File: src/rtl/scope_ctrl_n.sv
// Front-panel controller for an N-channel oscilloscope: synchronised active-low
// buttons step the cursors and per-channel settings once per update tick, saturating at limits.
module scope_ctrl_n #(
  parameter int NCH       = 2,
  parameter int CH_W      = 3,
  parameter int COORD_W   = 11,
  parameter int X_MAX     = 639,
  parameter int Y_MAX     = 479,
  parameter int OFF_MAX   = 479,
  parameter int SHIFT_MAX = 11,
  parameter int RATE_MAX  = 25,
  parameter int TICK_DIV  = 524288,
  parameter int DEF_X1    = 32,
  parameter int DEF_X2    = 90,
  parameter int DEF_Y1    = 25,
  parameter int DEF_Y2    = 100,
  parameter int DEF_OFF   = 30
) (
  input  logic                   clock,
  input  logic                   reset,
  input  logic                   ctrl_en,
  input  logic [2:0]             mode,
  input  logic [CH_W-1:0]        chan_sel,
  input  logic [3:0]             butt,
  output logic [COORD_W-1:0]     cursor_x1,
  output logic [COORD_W-1:0]     cursor_x2,
  output logic [COORD_W-1:0]     cursor_y1,
  output logic [COORD_W-1:0]     cursor_y2,
  output logic [NCH*COORD_W-1:0] offset_flat,
  output logic [NCH*4-1:0]       shift_flat,
  output logic [NCH*5-1:0]       rate_flat,
  output logic [NCH-1:0]         hold,
  output logic                   tick
);

  localparam int CNT_W = $clog2(TICK_DIV);

  localparam logic [COORD_W-1:0] L_X_MAX     = COORD_W'(X_MAX);
  localparam logic [COORD_W-1:0] L_Y_MAX     = COORD_W'(Y_MAX);
  localparam logic [COORD_W-1:0] L_OFF_MAX   = COORD_W'(OFF_MAX);
  localparam logic [COORD_W-1:0] L_SHIFT_MAX = COORD_W'(SHIFT_MAX);
  localparam logic [COORD_W-1:0] L_RATE_MAX  = COORD_W'(RATE_MAX);

  typedef enum logic [2:0] {
    M_CURSOR_Y      = 3'd0,
    M_CURSOR_X      = 3'd1,
    M_CURSOR_Y_PAIR = 3'd2,
    M_CURSOR_X_PAIR = 3'd3,
    M_OFFSET        = 3'd4,
    M_SHIFT         = 3'd5,
    M_RATE          = 3'd6,
    M_HOLD          = 3'd7
  } mode_e;

  logic [3:0]         r_sync1, r_sync2;
  logic [CNT_W-1:0]   r_cnt;
  logic               r_armed;
  logic [COORD_W-1:0] r_x1, r_x2, r_y1, r_y2;
  logic [COORD_W-1:0] w_x1, w_x2, w_y1, w_y2;
  logic [COORD_W-1:0] r_off   [NCH];
  logic [COORD_W-1:0] w_off   [NCH];
  logic [3:0]         r_shift [NCH];
  logic [3:0]         w_shift [NCH];
  logic [4:0]         r_rate  [NCH];
  logic [4:0]         w_rate  [NCH];
  logic [NCH-1:0]     r_hold, w_hold;

  logic [3:0] w_pressed;
  logic       w_any, w_sel_a, w_up, w_one_shot, w_upd, w_go;
  logic       w_pair_x_ok, w_pair_y_ok;
  mode_e      w_mode;

  // Compare before stepping so a value at either bound holds instead of wrapping.
  function automatic logic [COORD_W-1:0] sat_step(input logic [COORD_W-1:0] v,
                                                  input logic [COORD_W-1:0] max,
                                                  input logic up);
    if (up) return (v < max) ? v + COORD_W'(1) : v;
    return (v != '0) ? v - COORD_W'(1) : v;
  endfunction

  assign tick      = (r_cnt == CNT_W'(TICK_DIV - 1));
  assign w_mode    = mode_e'(mode);
  assign w_pressed = ~r_sync2;
  assign w_any     = |w_pressed;
  // The highest-priority pressed button decides the action: A pair above B pair, plus above minus.
  assign w_sel_a    = w_pressed[3] | w_pressed[2];
  assign w_up       = w_pressed[3] | (~w_pressed[2] & w_pressed[1]);
  assign w_one_shot = (w_mode == M_SHIFT) || (w_mode == M_RATE) || (w_mode == M_HOLD);
  assign w_upd      = tick & ctrl_en;
  assign w_go       = w_upd & w_any & (~w_one_shot | r_armed);

  assign w_pair_x_ok = w_up ? ((r_x1 < L_X_MAX) && (r_x2 < L_X_MAX))
                            : ((r_x1 != '0) && (r_x2 != '0));
  assign w_pair_y_ok = w_up ? ((r_y1 < L_Y_MAX) && (r_y2 < L_Y_MAX))
                            : ((r_y1 != '0) && (r_y2 != '0));

  // NOTE: every always_comb output is given its hold value first, so no path infers a latch.
  always_comb begin
    w_x1    = r_x1;
    w_x2    = r_x2;
    w_y1    = r_y1;
    w_y2    = r_y2;
    w_off   = r_off;
    w_shift = r_shift;
    w_rate  = r_rate;
    w_hold  = r_hold;
    if (w_go) begin
      case (w_mode)
        M_CURSOR_Y: begin
          if (w_sel_a) w_y1 = sat_step(r_y1, L_Y_MAX, w_up);
          else         w_y2 = sat_step(r_y2, L_Y_MAX, w_up);
        end
        M_CURSOR_X: begin
          if (w_sel_a) w_x1 = sat_step(r_x1, L_X_MAX, w_up);
          else         w_x2 = sat_step(r_x2, L_X_MAX, w_up);
        end
        M_CURSOR_Y_PAIR: begin
          if (w_sel_a && w_pair_y_ok) begin
            w_y1 = sat_step(r_y1, L_Y_MAX, w_up);
            w_y2 = sat_step(r_y2, L_Y_MAX, w_up);
          end
        end
        M_CURSOR_X_PAIR: begin
          if (w_sel_a && w_pair_x_ok) begin
            w_x1 = sat_step(r_x1, L_X_MAX, w_up);
            w_x2 = sat_step(r_x2, L_X_MAX, w_up);
          end
        end
        default: begin
          // An out-of-range chan_sel matches no channel, so the press does nothing.
          for (int i = 0; i < NCH; i++) begin
            if (w_sel_a && (chan_sel == CH_W'(i))) begin
              case (w_mode)
                M_OFFSET: w_off[i]   = sat_step(r_off[i], L_OFF_MAX, w_up);
                M_SHIFT:  w_shift[i] = 4'(sat_step(COORD_W'(r_shift[i]), L_SHIFT_MAX, w_up));
                M_RATE:   w_rate[i]  = 5'(sat_step(COORD_W'(r_rate[i]), L_RATE_MAX, w_up));
                M_HOLD:   w_hold[i]  = w_up;
                default:  ;
              endcase
            end
          end
        end
      endcase
    end
  end

  // NOTE: sequential state uses non-blocking assignments so every flop samples pre-edge values.
  always_ff @(posedge clock) begin
    if (reset) begin
      r_sync1 <= '1;
      r_sync2 <= '1;
      r_cnt   <= '0;
      r_armed <= 1'b1;
      r_x1    <= COORD_W'(DEF_X1);
      r_x2    <= COORD_W'(DEF_X2);
      r_y1    <= COORD_W'(DEF_Y1);
      r_y2    <= COORD_W'(DEF_Y2);
      // NOTE: the per-channel arrays are user-visible settings, so each entry is reset explicitly.
      for (int i = 0; i < NCH; i++) begin
        r_off[i]   <= COORD_W'(DEF_OFF);
        r_shift[i] <= '0;
        r_rate[i]  <= '0;
      end
      r_hold  <= '0;
    end else begin
      r_sync1 <= butt;
      r_sync2 <= r_sync1;
      r_cnt   <= tick ? '0 : r_cnt + CNT_W'(1);
      // Any press disarms; only a tick with every button released re-arms.
      if (w_upd) r_armed <= ~w_any;
      r_x1    <= w_x1;
      r_x2    <= w_x2;
      r_y1    <= w_y1;
      r_y2    <= w_y2;
      r_off   <= w_off;
      r_shift <= w_shift;
      r_rate  <= w_rate;
      r_hold  <= w_hold;
    end
  end

  assign cursor_x1 = r_x1;
  assign cursor_x2 = r_x2;
  assign cursor_y1 = r_y1;
  assign cursor_y2 = r_y2;
  assign hold      = r_hold;

  for (genvar g = 0; g < NCH; g++) begin : g_flat
    assign offset_flat[g*COORD_W +: COORD_W] = r_off[g];
    assign shift_flat[g*4 +: 4]              = r_shift[g];
    assign rate_flat[g*5 +: 5]               = r_rate[g];
  end

endmodule

File: config.mk
export PLATFORM = sky130hd
export DESIGN_NAME = scope_ctrl_n
export DESIGN_NICKNAME = d
export VERILOG_FILES = /design/src/rtl/scope_ctrl_n.sv
export SDC_FILE = /design/constraint.sdc
export NUM_CORES = 1
export LEC_CHECK = 0
export ABC_CLOCK_PERIOD_IN_PS = 7800
export BUFFER_PORTS_ARGS = -buffer_cell sky130_fd_sc_hd__buf_2
export CAP_MARGIN = 15
export CORE_MARGIN = 2
export CORE_UTILIZATION = 51
export CTS_BUF_LIST = sky130_fd_sc_hd__clkbuf_16
export DETAILED_ROUTE_END_ITERATION = 8
export GPL_TIMING_DRIVEN = 0
export PLACE_DENSITY_LB_ADDON = 0.12
export RECOVER_POWER = 100
export SYNTH_ARGS = -nofsm -noshare
export SYNTH_HDL_FRONTEND = slang
export SYNTH_SLANG_ARGS = --single-unit
File: constraint.sdc
create_clock -name clock -period 7.8 [get_ports clock]
set_input_delay 0.78 -clock clock [delete_from_list [all_inputs] [get_ports clock]]
set_output_delay 0.78 -clock clock [all_outputs]
set_load 0.02 [all_outputs]
==> results of run 1 <==
[per-stage QoR]
step / setup slack [ns] / utilization / power (uW) / instance area (um^2)
floorplan: 4.13 / - / 663 / 6930
CTS: 2.77 / 0.620 / 1440 / 8210
detailed placement: 2.83 / 0.577 / 696 / 7640
global placement: 2.82 / 0.577 / 695 / 7640
finish: 1.70 / 0.610 / 1440 / 8080
global route: 1.34 / 0.610 / 1480 / 8080
[cells by family (layout without fill, tap and decap cells)]
kind of cell             count (synthesis)  after routing  share of synthesized area
flip-flops                             114            114                      0.330
adder cells (fa/ha/maj)                 14             14                     0.0253
multiplexers                            14             14                     0.0211
AND/OR/NAND/NOR                        387            387                      0.306
buffers and inverters                   73            204                     0.0419
XOR/XNOR                                47             47                     0.0594
other                                    0              1                          0
AO/OA/AOI/OAI                          229            229                      0.216
[layout make-up]
cell class	instances	area, um^2	share of cell area
Clock inverter	15	143	0.0177
Timing Repair Buffer	99	385	0.0477
Multi-Input combinational cell	691	4340	0.537
Tap cell	176	220	0.0273
Buffer	60	234	0.0290
Antenna cell	1	2.50	0.000310
Sequential cell	114	2280	0.282
Clock buffer	17	425	0.0526
Inverter	13	48.8	0.00604
[worst max path at each step]
stage	start	endpoint	slack, ns
after global routing	r_sync2[2]	cursor_x2[10]	1.34
after global placement	r_sync2[2]	cursor_x2[10]	2.82
after CTS	r_sync2[2]	cursor_x2[10]	2.77
after floorplan	r_sync2[2]	cursor_x2[10]	4.13
after detailed placement	r_sync2[2]	cursor_x2[10]	2.83
final	r_sync2[2]	cursor_x2[10]	1.70
[per-layer routing]
layer / up-vias / part of all wire / track usage
li1: 3544 / - / -
met1: 3496 / 0.44 / 0.384
met2: 289 / 0.47 / 0.481
met3: 28 / 0.078 / 0.0660
met4: 0 / 0.015 / 0.0879
met5: - / 0 / 0
[sequential cells by signal, indices dropped and copies added (netlist names), 4 cells and up]
name / count
offset_flat: 22
r_cnt: 19
cursor_x1: 11
cursor_x2: 11
cursor_y1: 11
cursor_y2: 11
rate_flat: 10
shift_flat: 8
r_sync1: 4
r_sync2: 4
[worst max-delay path: cells and delay by family (launching register included)]
kind / cells / cell delay, ns
xor gates and xnor gates: 1 / 0.14
and+or+nand+nor: 6 / 1.96
DFF: 1 / 0.31
AOI/OAI and AO/OA: 2 / 0.24
buffers and inverters: 6 / 3.06
adders and majority gates: 1 / 0.30
[power groups by stage]
| stage | Combinational (uW) | Sequential (uW) | Clock [uW] |
|---|---|---|---|
| 2_1_floorplan | 62.8 | 600 | 0 |
| 3_3_place_gp | 94.8 | 600 | 0 |
| 3_5_place_dp | 95.2 | 601 | 0 |
| 4_1_cts | 95.7 | 588 | 758 |
| 5_1_grt | 106 | 588 | 789 |
| 6_report | 96.9 | 588 | 754 |
[synthesized netlist by cell type (all sizes together), types with 14 or more instances]
cell type,n,share of area
a21oi,72,0.052
a31oi,14,0.013
clkbuf,48,0.026
dfxtp,114,0.33
ha,14,0.025
nand2,48,0.026
nand3,36,0.026
nand4,26,0.024
nor2,92,0.050
nor3,28,0.020
nor4,20,0.021
o211ai,14,0.017
o21ai,47,0.034
o31ai,20,0.022
or2,17,0.015
or3,40,0.036
or4,22,0.024
xnor2,24,0.030
xor2,23,0.029
==> results.txt, run 1 <==
- Of the total power, registers draw 0.409.
* Slew @ Worst Pin: 0.999 ns
- After clock tree synthesis, the flow added hold-fix buffers numbering 0.
- Hold path depth: 1
* Number of sinks handled by clock tree synthesis: approximately 110
- After detailed routing, the average wire length per cell comes to 17.8 um.
- Port bufs: roughly 100
- Synthesis produced 878 cells.
* DP Cell Count: 1153
- Share of total power consumed by net switching: 0.251
- Vias per std cell: a little over 6
- At the later pin of the worst-skew pair, clock insertion delay measures 0.43 ns.
- Measured along the y axis, the die boundary spans 121 um.
- In this run, distinct cell masters in the synthesized netlist total 78.
- Number of flops mapped to enable cells by yosys: 0
- Entering global routing, the biggest net connects 17 pins.
- The endpoint identified for the worst register-to-register timing path is cursor_x2[10].
* Required time of the critical path: 8.14 ns
- Internal power: 1080 uW
- Worst slew slack as a fraction of its limit: 0.334
- Fin. max-slew vios: 0
* Min Hold Slack: 0.408 ns
- The final route contains 7357 vias.
* Area of the die: 0.0145 mm^2
- The critical path is of the reg -> reg type.
- IR analysis of the VDD net gives a maximum drop of roughly 0.16 mV.
* Clock transition at path regs: 0.06 ns
- First-pass detailed-route iteration total: 6
- Summing every instance area after synthesis gives 0.00693 mm^2.
- The share of total power dissipated in combinational logic is 0.067.
- Overall global routing resource usage: 0.293
- Most common cell after layout, fill and taps aside: sky130_fd_sc_hd__clkbuf_1
- Number of top-level pins: 100
- For this design the total switching power over the nets is around 360 uW.
* Final HPWL from detailed placement: 14.8 mm
* Type of origin of the critical path: flip-flop
- STA classifies the critical path endpoint as a flip-flop.
* Time the final worst path needs with I/O delays and setup: a little over 6 ns
* Start of the worst register-to-register path: r_sync2[2]
- Worst clock skew on the final layout: 0.00752 ns
- The synthesized design contains approximately 110 register bits.
* Relative contribution of the clock network to total power: 0.524
* Net count after synthesis: 905
- Across all register-to-register paths, the minimum setup slack is ~1.7 ns.
- Worst-case hold path end point: r_sync2[3]
- The worst register-to-register path has a depth of 16.
- Averaged over all synthesized cells, the footprint is around 8 um^2.
* CTS H-tree depth: 4
- TritonCTS built the clock tree.
* Most prevalent standard cell on the critical path: sky130_fd_sc_hd__clkbuf_1
- Highest-count cells in the layout ignoring fill and taps: 146 x sky130_fd_sc_hd__clkbuf_1, 114 x sky130_fd_sc_hd__dfxtp_1, 92 x sky130_fd_sc_hd__nor2_1, 72 x sky130_fd_sc_hd__a21oi_1, 48 x sky130_fd_sc_hd__nand2_1
- Result of the run: completed
- Die Span X: 121 um
- Worst path slowest cell: sky130_fd_sc_hd__clkbuf_1
- Max-cap violations in this run came to 0.
- Unrepaired setup endpoints after global routing: false
- The via count of the first global-routing pass was around 6700.
- Setup violations remaining at the end of the flow were counted as 0.
- After the first detailed-routing iteration, the DRC count stood at ~670.
- In this run, CTS created clock tree buffers numbering 17.
- The filler cells instantiated in the layout total 1361.
- In the finished design, the share of the clock period the worst path needs comes to 0.782.
- The final-report hold violation count came to 0.
- Post-route ant nets: 0
* Core ar.: roughly 0.013 mm^2
- Starting density of the core: 0.523
* Routability-driven placement congestion ratio: 0.934
* Critical Path Fanout Max: 10
- For this run, the top clock speed supported by timing is 164 MHz.
* Sequential share of the synthesized area: 0.330
- # Post-CTS Setup Buffers: 0
- Final total negative setup slack: 0 ns
- Hold wc startpoint: r_sync1[3]
- Number of warnings printed during yosys synthesis: 0
* Net count, final: 1023
- In this run the core area contains 42 standard-cell rows.
- Counting along the longest clock path gives a buffer depth of 2.
* Reported leakage power: 0.00265 uW
* Class of the tightest hold or removal check: reg -> reg
* Initial antenna violation count: 1
* Global route overflow: 0
- In this run the power density over the cells is about 180 mW/mm^2.
- STA puts the critical path data arrival time at 6.45 ns.
* Worst path max stage delay: 0.81 ns
- Final Non-Filler Cells: roughly 1200
- Drt drc: 0
* Layout Area Growth over Synthesis: 16.7%
- CTS-repair resized insts: 0
- First-pass GRT wire length: 34.0 mm
- Post-synth ARST share: 0
* Share of cells above drive strength 1: 0.0684
- Cell at the root of the clock tree: sky130_fd_sc_hd__clkbuf_16
- CP cell instances: clkbuf_1, nand2b_1, clkbuf_1, nand2_1, clkbuf_1, clkbuf_1, clkbuf_1, clkbuf_1, xnor2_1, ha_1, or3_1, nor4_1, nor4bb_1, a31oi_1, or4_1, a21oi_1
* Dominant register cell in the synthesized netlist: sky130_fd_sc_hd__dfxtp_1
- After detailed routing, the total wire length is 21.2 mm.
(Power assumes the default switching activity.)
==> run 2, diff against run 1 <==
--- a/config.mk
+++ b/config.mk
@@ -5,7 +5,7 @@
 export SDC_FILE = /design/constraint.sdc
 export NUM_CORES = 1
 export LEC_CHECK = 0
-export ABC_CLOCK_PERIOD_IN_PS = 7800
+export ABC_CLOCK_PERIOD_IN_PS = 5400
 export BUFFER_PORTS_ARGS = -buffer_cell sky130_fd_sc_hd__buf_2
 export CAP_MARGIN = 15
 export CORE_MARGIN = 2
==> constraint.sdc (replaced) <==
create_clock -name clock -period 5.4 [get_ports clock]
set_input_delay 0.54 -clock clock [delete_from_list [all_inputs] [get_ports clock]]
set_output_delay 0.54 -clock clock [all_outputs]
set_load 0.02 [all_outputs]
==> run 2 against run 1 <==
Against the previous run:
- worst setup slack got worse by 1.4 ns
- hold slack got worse by 0.090 ns
- sequential cell count did not move
- critical path depth did not move
- total power rose by 45%
- cell count did not move
- sequential share of layout area barely moved
- die area did not move
- highest routed layer unchanged
- first-iteration DRC count rose by 2.7%
==> results.txt, run 2 (same netlist as run 1, synthesis figures left out) <==
- The flow ran to the end, and the final reports show no timing, DRC or antenna violations.
- Final-report setup violation count: 0 (unchanged)
* DP Cell Count: 1153 (unchanged)
* Area of the multi-input gates: 0.00434 mm^2 (unchanged)
- The count of max-cap constraint violations is 0 (unchanged).
- First-pass detailed-route iteration total: 6 (unchanged)
- Worst path max stage delay: 0.53 ns (-0.28 ns)
* Time the final worst path needs with I/O delays and setup: 5.10 ns (-0.999 ns)
- Unrepaired setup endpoints after global routing: false
* Die H: 121 um (unchanged)
* Final total negative setup slack: 0 ns (unchanged)
* Vias after detailed routing: 7388 (+0.42%)
* Worst-case vdd ir drop: 0.233 mV (+45%)
* Initial antenna violation count: 1 (unchanged)
* Number of sinks handled by clock tree synthesis: 114 (unchanged)
* Largest delay contributor family on the critical path: buffers and inverters
- Drt drc: 0 (unchanged)
- Layout Area Growth over Synthesis: 16.7% (about the same)
- The worst hold slack came to 0.318 ns (-0.0897 ns).
- Worst slew slack as a fraction of its limit: 0.409 (+0.0743)
- Routed length per instance: 17.8 um (-0.34%)
* Required time of the critical path: 5.74 ns (-2.40 ns)
- CTS-repair resized insts: 0 (unchanged)
* Setup CP Type: reg -> reg
- The final cycle utilization of the critical path was 0.945 (+0.163).
* Final Non-Filler Cells: 1186 (unchanged)
- The peak fanout along the critical path is 10 (unchanged).
* Cts bufs inserted: 17 (unchanged)
- The global route total overflow came to 0 (unchanged).
- Most prevalent standard cell on the critical path: sky130_fd_sc_hd__buf_2
- Number of flip-flops in the largest register: 22 (unchanged)
* Most common cell after layout, fill and taps aside: sky130_fd_sc_hd__clkbuf_1
* Combined buffer and inverter count along the critical path: 6 (unchanged)
- Cell at the root of the clock tree: sky130_fd_sc_hd__clkbuf_16
- The I/O pin total is 100 (unchanged).
- Data arrival time of the critical path: 5.45 ns (-1.00 ns)
- Reported leakage power: 0.00266 uW (+0.47%)
* Share of cells above drive strength 1: 0.0723 (+0.00396)
- Post-Place Worst Slack: 0.432 ns (-2.40 ns)
* Post-route ant nets: 0 (unchanged)
- The worst hold path belongs to the class in -> reg.
- Slew @ Worst Pin: 0.879 ns (-0.120 ns)
- Clock transition at path regs: 0.06 ns (about the same)
- Fin. max-slew vios: 0 (unchanged)
* Total wire length after detailed routing: 21.1 mm (-0.34%)
- Later-pin clock latency in the skew report: 0.42 ns (about the same)
- Pwr Density: 257 mW/mm^2 (+45%)
- Clock tree buffer depth: 2 (unchanged)
- The total power is 2080 uW (+45%).
* Die Span X: 121 um (unchanged)
- Worst path slowest cell: sky130_fd_sc_hd__clkbuf_1
- Highest-count cells in the layout ignoring fill and taps: 142 x sky130_fd_sc_hd__clkbuf_1, 114 x sky130_fd_sc_hd__dfxtp_1, 92 x sky130_fd_sc_hd__nor2_1, 72 x sky130_fd_sc_hd__a21oi_1, 48 x sky130_fd_sc_hd__nand2_1
* CP cell instances: buf_2, nand2b_1, clkbuf_1, nand2_1, buf_2, buf_2, clkbuf_1, buf_2, xnor2_1, ha_1, or3_1, nor4_1, nor4bb_1, a31oi_1, or4_1, a21oi_1
* Vias per std cell: 6.23 (+0.42%)
- The worst setup path is captured at a flip-flop.
- Fmax: 196 MHz (+20%)
- The total track usage is 0.293 (unchanged).
* Area of the die: 0.0145 mm^2 (unchanged)
* Starting density of the core: 0.523 (unchanged)
- Number of hold violations in the final report: 0 (unchanged)
* Type of origin of the critical path: flip-flop
- Post-route worst setup slack: 0.298 ns (-1.40 ns)
* Fill cells: 1359 (-0.15%)
- The number of DRC violations after detailed-routing iteration 0 was 683 (+2.7%).
* Seq. cell area: 0.00228 mm^2 (unchanged)
- The number of buffers inserted by port buffering came to 99 (unchanged).
* Std cell rows: 42 (unchanged)
- The wire length of the first global-routing pass came to 34.0 mm (unchanged).
* Net count, final: 1023 (unchanged)
* Vias in the first global route: 6654 (unchanged)
- The final weighted congestion of routability-driven global placement is 0.934 (unchanged).
- Final HPWL from detailed placement: 14.8 mm (unchanged)
* CTS H-tree depth: 4 (unchanged)
- Core ar.: 0.0132 mm^2 (unchanged)
- The number of post-CTS setup repair buffers is 0 (unchanged).
* Maximum number of pins on one net before global-route repair: 17 (unchanged)
* CTS tree: done
- Number of hold buffers added after cts: 0 (unchanged)
- The worst clock skew was 0.00721 ns (-0.000312 ns).
run 2: changes by cell type in the layout (fill, tap and decap cells not counted):
cell | before | now
sky130_fd_sc_hd__buf_2 | 12 | 16
sky130_fd_sc_hd__clkbuf_1 | 146 | 142
run 2: power breakdown:
group / internal [uW] / switching, uW
clock network: 671 / 421
logic: 41.0 / 99.1
registers: 846 / 3.26
total: 1560 / 524
run 2: through the flow:
step,cell area [um^2],utilization
5_1_grt,8080,0.610
3_3_place_gp,7640,0.577
2_1_floorplan,6930,-
4_1_cts,8210,0.620
6_report,8090,0.611
3_5_place_dp,7640,0.577
run 2: final cells by class:
cell class                 count  area share
multi-input combinational    691       0.537
sequential                   114       0.282
clock buffer                  17      0.0526
timing repair buffer          99      0.0477
buffer                        60      0.0296
tap                          176      0.0272
clock inverter                15      0.0176
inverter                      13     0.00604
antenna                        1    0.000310
run 2: final timing paths:
path | slack (ns) | depth (start not counted) | endpoint | start
worst max-delay path | 0.30 | 16 | cursor_x2[10] | r_sync2[2]
worst min-delay path | 0.32 | 2 | r_sync1[2] | butt[2]
worst max register to register | 0.30 | 16 | cursor_x2[10] | r_sync2[2]
worst min register to register | 0.41 | 1 | r_sync2[3] | r_sync1[3]
run 2: layer usage:
metal	global-route usage	wire length, um	vias to the layer above
met5	0	0	-
met4	0.0879	424	0
met3	0.0660	1650	47
met2	0.481	9820	295
met1	0.384	9190	3508
li1	-	-	3538
run 2: worst reg2reg max path, stage by stage, from the launching register on:
cell and delay [ns]:
sky130_fd_sc_hd__dfxtp_1 0.31, sky130_fd_sc_hd__buf_2 0.18, sky130_fd_sc_hd__nand2b_1 0.07, sky130_fd_sc_hd__clkbuf_1 0.26, sky130_fd_sc_hd__nand2_1 0.37, sky130_fd_sc_hd__buf_2 0.35, sky130_fd_sc_hd__buf_2 0.34, sky130_fd_sc_hd__clkbuf_1 0.53
sky130_fd_sc_hd__buf_2 0.50, sky130_fd_sc_hd__xnor2_1 0.12, sky130_fd_sc_hd__ha_1 0.27, sky130_fd_sc_hd__or3_1 0.34, sky130_fd_sc_hd__nor4_1 0.44, sky130_fd_sc_hd__nor4bb_1 0.28, sky130_fd_sc_hd__a31oi_1 0.09, sky130_fd_sc_hd__or4_1 0.42
sky130_fd_sc_hd__a21oi_1 0.15
